[config.mk]
export PLATFORM = sky130hd
export DESIGN_NAME = mem_arbiter
export DESIGN_NICKNAME = d
export VERILOG_FILES = /design/src/rtl/arbiter_types.sv /design/src/rtl/rv32i_types.sv /design/src/rtl/mem_arbiter.sv
export SDC_FILE = /design/constraint.sdc
export NUM_CORES = 1
export LEC_CHECK = 0
export CAP_MARGIN = 20
export CORE_UTILIZATION = 36
export CTS_CLUSTER_DIAMETER = 80
export CTS_CLUSTER_SIZE = 40
export DETAILED_ROUTE_END_ITERATION = 10
export HOLD_SLACK_MARGIN = 0.05
export PLACE_DENSITY = 0.85
export SLEW_MARGIN = 30
export SYNTH_ARGS = -nofsm -noshare
export SYNTH_HDL_FRONTEND = slang
export SYNTH_SLANG_ARGS = --single-unit
[constraint.sdc]
create_clock -name clk -period 1.9 [get_ports clk]
set_input_delay 0.19 -clock clk [delete_from_list [all_inputs] [get_ports clk]]
set_output_delay 0.19 -clock clk [all_outputs]
set_load 0.02 [all_outputs]
[src/rtl/arbiter_types.sv]
// Shared arbiter definitions, reused by the single-word and cache-line arbiters.
// Ports: none (package).
package arbiter_types;

  typedef enum logic [1:0] {
    IDLE    = 2'd0,
    SERVE_I = 2'd1,
    SERVE_D = 2'd2
  } arb_state_t;

  // Width of a counter that must hold 0..limit; never narrower than 1 bit.
  function automatic int starve_cnt_width(input int limit);
    return (limit < 1) ? 1 : $clog2(limit + 1);
  endfunction

endpackage

[src/rtl/rv32i_types.sv]
// Core-wide RV32I type definitions shared across the CPU memory path.
// Ports: none (package).
package rv32i_types;

  typedef logic [31:0] rv32i_word;

endpackage

[src/rtl/mem_arbiter.sv]
// Purpose : shares one word-wide memory port between fetch (read-only) and data (read/write).
// Latency : request seen in IDLE at cycle N drives mem_* from cycle N+1; resp is same-cycle combinational.
// Backpres: requesters hold their request until resp; one IDLE bubble separates transactions.
//
// Ports:
//   clk, rst                          clock, synchronous active-high reset
//   i_read/i_address -> i_rdata/i_resp     fetch requester side
//   d_read/d_write/d_byte_enable/d_address/d_wdata -> d_rdata/d_resp   data requester side
//   mem_read/mem_write/mem_byte_enable/mem_address/mem_wdata <- mem_rdata/mem_resp   memory side
module mem_arbiter
  import rv32i_types::*;
  import arbiter_types::*;
#(
  parameter int STARVE_LIMIT = 4
) (
  input  logic        clk,
  input  logic        rst,
  input  logic        i_read,
  input  logic [31:0] i_address,
  output logic [31:0] i_rdata,
  output logic        i_resp,
  input  logic        d_read,
  input  logic        d_write,
  input  logic [3:0]  d_byte_enable,
  input  logic [31:0] d_address,
  input  logic [31:0] d_wdata,
  output logic [31:0] d_rdata,
  output logic        d_resp,
  output logic        mem_read,
  output logic        mem_write,
  output logic [3:0]  mem_byte_enable,
  output logic [31:0] mem_address,
  output logic [31:0] mem_wdata,
  input  logic [31:0] mem_rdata,
  input  logic        mem_resp
);

  localparam int CW = starve_cnt_width(STARVE_LIMIT);
  localparam logic [CW-1:0] LIMIT_C = CW'(STARVE_LIMIT);

  arb_state_t  state_q, state_d;
  logic [CW-1:0] starve_q, starve_d;
  logic        rd_q, rd_d;
  logic        wr_q, wr_d;
  logic [3:0]  be_q, be_d;
  rv32i_word   addr_q, addr_d;
  rv32i_word   wdata_q, wdata_d;

  logic d_req;
  logic fetch_starved;
  logic busy;

  assign d_req = d_read | d_write;
  // A waiting fetch that has already watched STARVE_LIMIT data grants wins the
  // next decision. With STARVE_LIMIT=0 this makes fetch strictly first.
  assign fetch_starved = i_read && (starve_q == LIMIT_C);

  always_comb begin
    state_d  = state_q;
    starve_d = starve_q;
    rd_d     = rd_q;
    wr_d     = wr_q;
    be_d     = be_q;
    addr_d   = addr_q;
    wdata_d  = wdata_q;
    case (state_q)
      IDLE: begin
        if (d_req && !fetch_starved) begin
          state_d = SERVE_D;
          // Read+write together is illegal; the write wins so the strobes stay exclusive.
          rd_d    = ~d_write;
          wr_d    = d_write;
          be_d    = d_byte_enable;
          addr_d  = d_address;
          wdata_d = d_wdata;
          if (i_read && (starve_q != LIMIT_C)) begin
            starve_d = starve_q + CW'(1);
          end
        end else if (i_read) begin
          state_d  = SERVE_I;
          rd_d     = 1'b1;
          wr_d     = 1'b0;
          be_d     = 4'hF;
          addr_d   = i_address;
          wdata_d  = '0;
          starve_d = '0;
        end
      end
      SERVE_I, SERVE_D: begin
        // Always drop back to IDLE: the bubble lets the requester retire its
        // request before the next decision.
        if (mem_resp) begin
          state_d = IDLE;
        end
      end
      default: state_d = IDLE;
    endcase
  end

  always_ff @(posedge clk) begin
    if (rst) begin
      state_q  <= IDLE;
      starve_q <= '0;
      rd_q     <= 1'b0;
      wr_q     <= 1'b0;
      be_q     <= '0;
      addr_q   <= '0;
      wdata_q  <= '0;
    end else begin
      state_q  <= state_d;
      starve_q <= starve_d;
      rd_q     <= rd_d;
      wr_q     <= wr_d;
      be_q     <= be_d;
      addr_q   <= addr_d;
      wdata_q  <= wdata_d;
    end
  end

  // Memory side comes only from the latched request, gated off in IDLE, so it
  // cannot follow a requester that changes its mind mid-transaction.
  assign busy            = (state_q != IDLE);
  assign mem_read        = busy & rd_q;
  assign mem_write       = busy & wr_q;
  assign mem_byte_enable = busy ? be_q : 4'h0;
  assign mem_address     = busy ? addr_q : '0;
  assign mem_wdata       = busy ? wdata_q : '0;

  // A resp arriving in IDLE (e.g. left over from before a reset) routes nowhere.
  assign i_resp  = (state_q == SERVE_I) & mem_resp;
  assign d_resp  = (state_q == SERVE_D) & mem_resp;
  assign i_rdata = mem_rdata;
  assign d_rdata = mem_rdata;

  always_ff @(posedge clk) begin
    if (!rst) begin
      a_no_read_write: assert (!(state_q == IDLE && d_read && d_write))
        else $warning("mem_arbiter: d_read and d_write both set at grant, served as write");
    end
  end

endmodule

# After elaboration in Yosys (flattened, before gate mapping)
# Cells that the tools add are included.
[word_totals] regBits=75 inputBits=138 output_inout_bits=136 word_cells=52
[op_classes] n_addsub=1 eq_ne=7 muxes=20 bitwise=6 n_reduce_logical=11
[op_table] operator="two-way mux 32 bit" n=6
[op_table] operator="two-way mux 4 bit" n=3
[op_table] operator="two-way mux 3 bit" n=3
[op_table] operator="two-way mux 2 bit" n=3
[op_table] operator="inequality test 3 bit, second input constant" n=2
[op_table] operator="bitwise AND 1 bit" n=4
[op_table] operator="two-way mux 1 bit" n=4
[op_table] operator="one-hot mux 2 bit (2 select lines)" n=1
[op_table] operator="AND reduction 2 bit" n=2
[op_table] operator="nonzero test 2 bit" n=2
[op_table] operator="adder 3 x 1 -> 3 bit, second input constant" n=1
[op_table] operator="equality test 3 bit, second input constant" n=1
[op_table] operator="logical AND 1 bit" n=3
[op_table] operator="AND reduction 3 bit" n=1
[op_table] operator="equality test 2 x 1 -> 1 bit, second input constant" n=1
[op_table] operator="equality test 2 bit, second input constant" n=1
[op_table] operator="zero test 2 bit" n=1
[op_table] operator="inequality test 2 x 1 -> 1 bit, second input constant" n=1
[op_table] operator="inequality test 2 bit, second input constant" n=1
[op_table] operator="OR reduction 2 bit" n=1
[op_table] operator="zero test 1 bit" n=1
[op_table] operator="inverter 1 bit" n=1
[op_table] operator="bitwise OR 1 bit" n=1

# Logic depth before layout (Yosys ltp)
# Gate-level depths: netlist of the first run.
[depth] word_depth=6 ltp_mapped=7 ltp_nobuf=5

# Worst setup path after synthesis of the first run
# No wires, ideal clock.
[synth_path] path_kind="reg2out" from="register state_q[0]" to="output mem_address[10]" arrival_time_ns=1.354 t_required_ns=1.710 slack_ns=0.356 stages_incl_launch_ff=6 n_path_buf=2 path_cell_list="dfxtp_1 -> inv_1 -> ha_1 -> buf_4 -> clkbuf_1 -> nor2b_1"
[synth_via] elab_chain_len=2
[synth_lines] item="start: declaration" line_no="mem_arbiter.sv:41" source="arb_state_t state_q, state_d;"
[synth_lines] item="start signal: assignment" line_no="mem_arbiter.sv:110" source="state_q <= state_d;"
[synth_lines] item="nonzero test 2 bit" line_no="mem_arbiter.sv:122" source="assign busy = (state_q != IDLE);"
[synth_lines] item="two-way mux 32 bit" line_no="mem_arbiter.sv:126" source="assign mem_address = busy ? addr_q : '0;"
[synth_lines] item="end: declaration" line_no="mem_arbiter.sv:32" source="output logic [31:0] mem_address,"
# No other way between the ends.

# Worst setup path in the final report of the first run
[layout_path] from="register state_q[0]" to="output mem_wdata[18]"
[layout_via] elab_chain_len=2
[layout_lines] item="nonzero test 2 bit" line_no="mem_arbiter.sv:122"
[layout_lines] item="two-way mux 32 bit" line_no="mem_arbiter.sv:127" source="assign mem_wdata = busy ? wdata_q : '0;"
[layout_lines] item="end: declaration" line_no="mem_arbiter.sv:33" source="output logic [31:0] mem_wdata,"
# No other way between the ends.

==> results.toml, run 1 <==
[outcome]
status = "finished, final reports clean"

[routing]
routed_via_density = 5.35
antenna_left = 0
vias = 3750
firstDrtPassIters = 4
drt-initial-drc-count = 265
wire_per_inst_um = 18.1
drc = 0
drt_wl_total_um = 12700

[floorplanning]
initial_core_util_pct = 37.0
die_h_um = 108
core_area_um2 = 10900
io_pins = 274
rows = 38
dieArea_um2 = 11600
die_w_um = 108

[clock_tree]
cts_inserted_buffers = 9
cts_max_path_buffers = 2
cts_resized = 84
cts_max_level = 3
cts-root-buf = "clkbuf_8"
clock_latency_ps = 350
clock-sinks = 75
cts_setup_buffers = 0
cts_tree = "done"
ctsHoldBuffers = 0
clkTransAtPathRegs_ps = 80

[grt]
track_usage_pct = 21.7
grt_max_degree = 68
antenna_found_initial = 0
grt_pass1_vias = 3837
grt_pass1_wl_um = 19500
grt_remaining_overflow = 0

[worst_setup_path]
crit_path_max_fanout = 28
reg2reg_from = "state_q[0]"
reg2reg_slack_ps = 190
arrival_ps = 1590
crit_slowest_cell = "dfxtp_1"
cp_slowest_stage_delay_ps = 370
required_ps = 1710
cp-start-kind = "register"
end_kind = "primary output"
crit_type = "reg2out"
cp-startpoint = "state_q[0]"
critical_path.cell_chain = "inv_1, ha_4, buf_12, nor2b_1, buf_2"

[hold_path]
min_from = "rst"
hold_path.class = "in2reg"

[place]
dp_hpwl_um = 8750
port_buffers = 177
placed_cells = 685
place.gp.congestion = 0.739

[layout]
mostFrequentLayoutCells = "104 x clkdlybuf4s50_1, 75 x dfxtp_1, 71 x nor2b_1"
layout.nets = 699
nFillCells = 998
final_common_cell = "clkdlybuf4s50_1"
syn_to_final_growth_pct = 33.4
diodes = 0
layout-drive-gt1-share_pct = 18.5
finalNonFillerCells = 701

[sta]
slew_viol_final = 0
fin_crit_sh_pct = 93.9
tightest_slew_ps = 627
setup_tns_ps = 0
rsz0062_at_grt = "false"
period_minus_slack_ps = 1780
hold_violations = 0
finalClockSkew_ps = 5.99
slew_headroom_pct = 58.2
setup_viol = 0
max_freq_ghz = 0.560

[power_and_ir_drop]
power_density_nw_per_um2 = 816
power_leakage_nw = 2.10
irDropWorstVdd_mv = 0.508

[logic_synthesis]
ys_warn_count = 0
synth-seq-cells = 75
avgSynthCellArea_um2 = 8.71
synth_nets = 605
netlist_instances = 462
synth-seq-area-share_pct = 37.3
ys_types = 27
synth_area_um2 = 4020

[run]
max_cap_violations = 0
[power breakdown]
| part | internal, W | total, W | switching (W) | leakage [nW] |
|---|---|---|---|---|
| clock | 0.000783 | 0.00141 | 0.000625 | 0.110 |
| sequential | 0.00172 | 0.00180 | 0.0000789 | 0.619 |
| combinational | 0.000565 | 0.00118 | 0.000610 | 1.37 |
| total | 0.00307 | 0.00438 | 0.00131 | 2.10 |
[logic make-up (layout without fill, tap and decap cells)]
| group | after synthesis | in the layout | synth area share [%] |
|---|---|---|---|
| multiplexers | 1 | 1 | 0.249 |
| XOR/XNOR | 2 | 2 | 0.435 |
| AND/OR/NAND/NOR | 155 | 155 | 20.6 |
| flip-flops | 75 | 75 | 37.3 |
| adder cells (fa/ha/maj) | 5 | 5 | 1.55 |
| AO/OA/AOI/OAI | 111 | 111 | 21.1 |
| buffers and inverters | 113 | 212 | 18.7 |
[state kept, by name, indices dropped and copies added, names as in the netlist]
signal	cells
rd_q	1
wr_q	1
wdata_q	32
addr_q	32
starve_q	3
be_q	4
state_q	2
[Yosys cell counts]
cell type | instances | area [um2]
nor3_1 | 3 | 15.0
nand2b_1 | 1 | 6.26
xor2_1 | 1 | 8.76
buf_4 | 76 | 571
o32ai_1 | 4 | 35.0
and3_1 | 1 | 6.26
ha_1 | 5 | 62.6
dfxtp_1 | 75 | 1500
xnor2_1 | 1 | 8.76
nor2b_1 | 71 | 444
and2_1 | 4 | 25.0
o21a_1 | 1 | 7.51
o21ai_0 | 3 | 15.0
o31ai_4 | 1 | 21.3
o2bb2ai_2 | 1 | 15.0
a32oi_1 | 65 | 569
a311oi_1 | 1 | 8.76
buf_2 | 11 | 55.1
clkbuf_1 | 18 | 67.6
nand3_1 | 36 | 180
mux2i_1 | 1 | 10.0
buf_6 | 4 | 45.0
o31a_1 | 1 | 8.76
nor4b_1 | 1 | 8.76
nor2_1 | 38 | 143
inv_1 | 4 | 15.0
a21oi_1 | 34 | 170
[critical path: cells and delay by family, from the launching register on]
family,cells,cell delay [ps]
flops,1,370
simple gates,1,170
fa+ha+maj,1,230
buf+inv,3,460
[stage by stage]
step	power (W)	worst slack, ps	hold slack [ps]	area [um2]	util [%]
2_1_floorplan	0.00270	356	338	4020	-
3_3_place_gp	0.00304	41.5	380	5470	50.3
3_5_place_dp	0.00307	1.42	380	5470	50.3
4_1_cts	0.00445	3.08	329	5640	51.8
5_1_grt	0.00460	25.3	361	5370	49.3
6_report	0.00438	115	341	5370	49.3
[final timing paths]
check             depth (start not counted)            end
setup reg to reg                          7      addr_q[7]
hold reg to reg                           2    wdata_q[30]
setup / recovery                          5  mem_wdata[18]
hold / removal                            2        be_q[0]
[routing by layer]
layer / global-route usage [%] / wire, um / vias up
li1: - / - / 1772
met4: 6.75 / 120 / 0
met1: 23.7 / 4790 / 1765
met3: 7.20 / 1250 / 9
met2: 39.1 / 6530 / 204
met5: 0 / 0 / -
[area by class of cell]
cell class | instances | area, um2 | area share [%]
inverters | 4 | 15.0 | 0.280
clock buffers | 11 | 141 | 2.63
multi-input cells | 274 | 1800 | 33.5
well taps | 140 | 175 | 3.26
clock inverters | 5 | 85.1 | 1.58
repair buffers | 192 | 1650 | 30.7
flip-flops and latches | 75 | 1500 | 28.0
Power figures use the tool's default switching activity.
==> run 2: changes to the inputs <==
CORE_AREA = 2 2 105 107   (was unset)
CORE_UTILIZATION = unset   (was 36)
DIE_AREA = 0 0 107 109   (was unset)
PLACE_DENSITY = 0.9   (was 0.85)
clock period = 2.3 ns   (was 1.9 ns; I/O delays follow)
==> run 2 against run 1 <==
Effect of this change:
- clock skew rose by 2.6 ps
- worst setup slack got worse by 28 ps
- via count rose by 2.3%
- sequential share of layout area fell by 1.4 points
- routed wire length rose by 1.8%
- largest power group unchanged
- critical endpoint is now mem_address[4]
- sequential power fell by 17%
- first-iteration DRC count fell by 33%
- critical path depth did not move
- core utilization rose by 4.0 points
==> results.toml, run 2 (synthesis results as in run 1) <==
[worst_setup_path]
reg2reg_from = "state_q[0]"
required_ps = 2070
crit_path_max_fanout = 59
cp-start-kind = "register"
critical_path.cell_chain = "inv_1, ha_2, buf_12, nor2b_1, clkdlybuf4s50_1"
end_kind = "primary output"
arrival_ps = 1980
cp_slowest_stage_delay_ps = 630
crit_type = "reg2out"
reg2reg_depth = 7
cp-startpoint = "state_q[0]"
crit_slowest_cell = "clkdlybuf4s50_1"

[grt]
grt_pass1_vias = 3813
grt_remaining_overflow = 0
track_usage_pct = 20.9
grt_pass1_wl_um = 19100
antenna_found_initial = 0
grt_max_degree = 66

[clock_tree]
cts_max_level = 3
cts-root-buf = "clkbuf_8"
clock-sinks = 75
clock_latency_ps = 340
cts_tree = "done"
cts_setup_buffers = 0
clkTransAtPathRegs_ps = 80
cts_inserted_buffers = 9
cts_max_path_buffers = 2

[power_and_ir_drop]
power_density_nw_per_um2 = 618
p_sw_share_pct = 31.0
power_leakage_nw = 2.36
intPower_w = 0.00241
p_clk_share_pct = 29.6
p_sw_w = 0.00108
combPwrFrac_pct = 27.8
power_w = 0.00349
irDropWorstVdd_mv = 0.343
seq_power_share_pct = 42.6

[routing]
wl_met3_um = 1530
drt-met1-wl_um = 4650
dr_wl_met2_um = 6500
routed_via_density = 5.49
firstDrtPassIters = 4
drt_wl_total_um = 12900
antenna_left = 0
drc = 0
drt-initial-drc-count = 177
maxUsedRoutingLayer = "met5"
vias = 3835
wire_per_inst_um = 18.5

[floorplanning]
rows = 38
initial_core_util_pct = 38.0
die_w_um = 107
core_area_um2 = 10600
io_pins = 274
dieArea_um2 = 11700
die_h_um = 109

[layout]
finalNonFillerCells = 698
nFillCells = 956
multi_input_area_um2 = 1790
layout-drive-gt1-share_pct = 6.09
top_regs = "addr_q x32, wdata_q x32, be_q x4"
syn_to_final_growth_pct = 40.4
diodes = 0
seqCellArea_um2 = 1500
final_common_cell = "clkdlybuf4s50_1"
layout.nets = 696
post-route-util_pct = 53.3
mostFrequentLayoutCells = "152 x clkdlybuf4s50_1, 75 x dfxtp_1, 71 x nor2b_1"

[sta]
finalClockSkew_ps = 8.60
slew_headroom_pct = 68.9
max_freq_ghz = 0.452
setup_viol = 0
period_minus_slack_ps = 2210
slew_viol_final = 0
hold_violations = 0
fin_hold_ws_ps = 236
tightest_slew_ps = 462
fin_crit_sh_pct = 96.2

[place]
place.gp.congestion = 0.794
placed_cells = 682
dp_hpwl_um = 9080
port_buffers = 177

[hold_path]
hold_path.class = "in2reg"
hold_depth = 2
min_from = "rst"

[outcome]
status = "finished, final reports clean"

[run]
max_cap_violations = 0
[run 2: worst max-delay path: cells and delay by family, from the launching register on]
| family | cells | cell delay (ps) |
|---|---|---|
| flops | 1 | 360 |
| fa+ha+maj | 1 | 210 |
| buf+inv | 3 | 890 |
| simple gates | 1 | 160 |
[run 2: worst paths after layout]
| check | end | slack, ps |
|---|---|---|
| setup reg to reg | addr_q[8] | 510 |
| hold / removal | wdata_q[13] | 240 |
| hold reg to reg | wdata_q[0] | 490 |
| setup / recovery | mem_address[4] | 90 |
[run 2: what timing repair did]
item,CTS,global route
hold endpoints to repair,0,0
hold buffers,0,0
endpoints found under the setup margin,0,24
resized for setup,0,24
[run 2: area by class of cell]
cell class | instances | area share, %
clock buffer | 9 | 2.19
inverter | 4 | 0.266
clock inverter | 7 | 1.35
tap | 140 | 3.10
multi-input combinational | 274 | 31.7
sequential | 75 | 26.6
timing repair buffer | 189 | 34.8
[run 2: per-stage QoR]
step,instance area [um2],setup TNS [ps],setup WS (ps)
CTS,5590,0,14.1
detailed placement,5390,0,408
finish,5650,0,87.4
global placement,5390,0,445
global route,5650,-2.98,-2.78
floorplan,4020,0,716
[run 2: power by group through the flow]
stage | combinational, W | sequential, W | clock, W
after floorplan | 0.000742 | 0.00149 | 0
after global placement | 0.000945 | 0.00151 | 0
after detailed placement | 0.000972 | 0.00151 | 0
after CTS | 0.000977 | 0.00149 | 0.00109
after global routing | 0.00104 | 0.00150 | 0.00113
final | 0.000971 | 0.00149 | 0.00103
[run 2: per-layer routing]
| metal | track usage (%) | vias to the layer above |
|---|---|---|
| li1 | - | 1766 |
| met1 | 22.3 | 1823 |
| met2 | 36.3 | 223 |
| met3 | 8.49 | 21 |
| met4 | 8.72 | 2 |
| met5 | 3.13 | - |
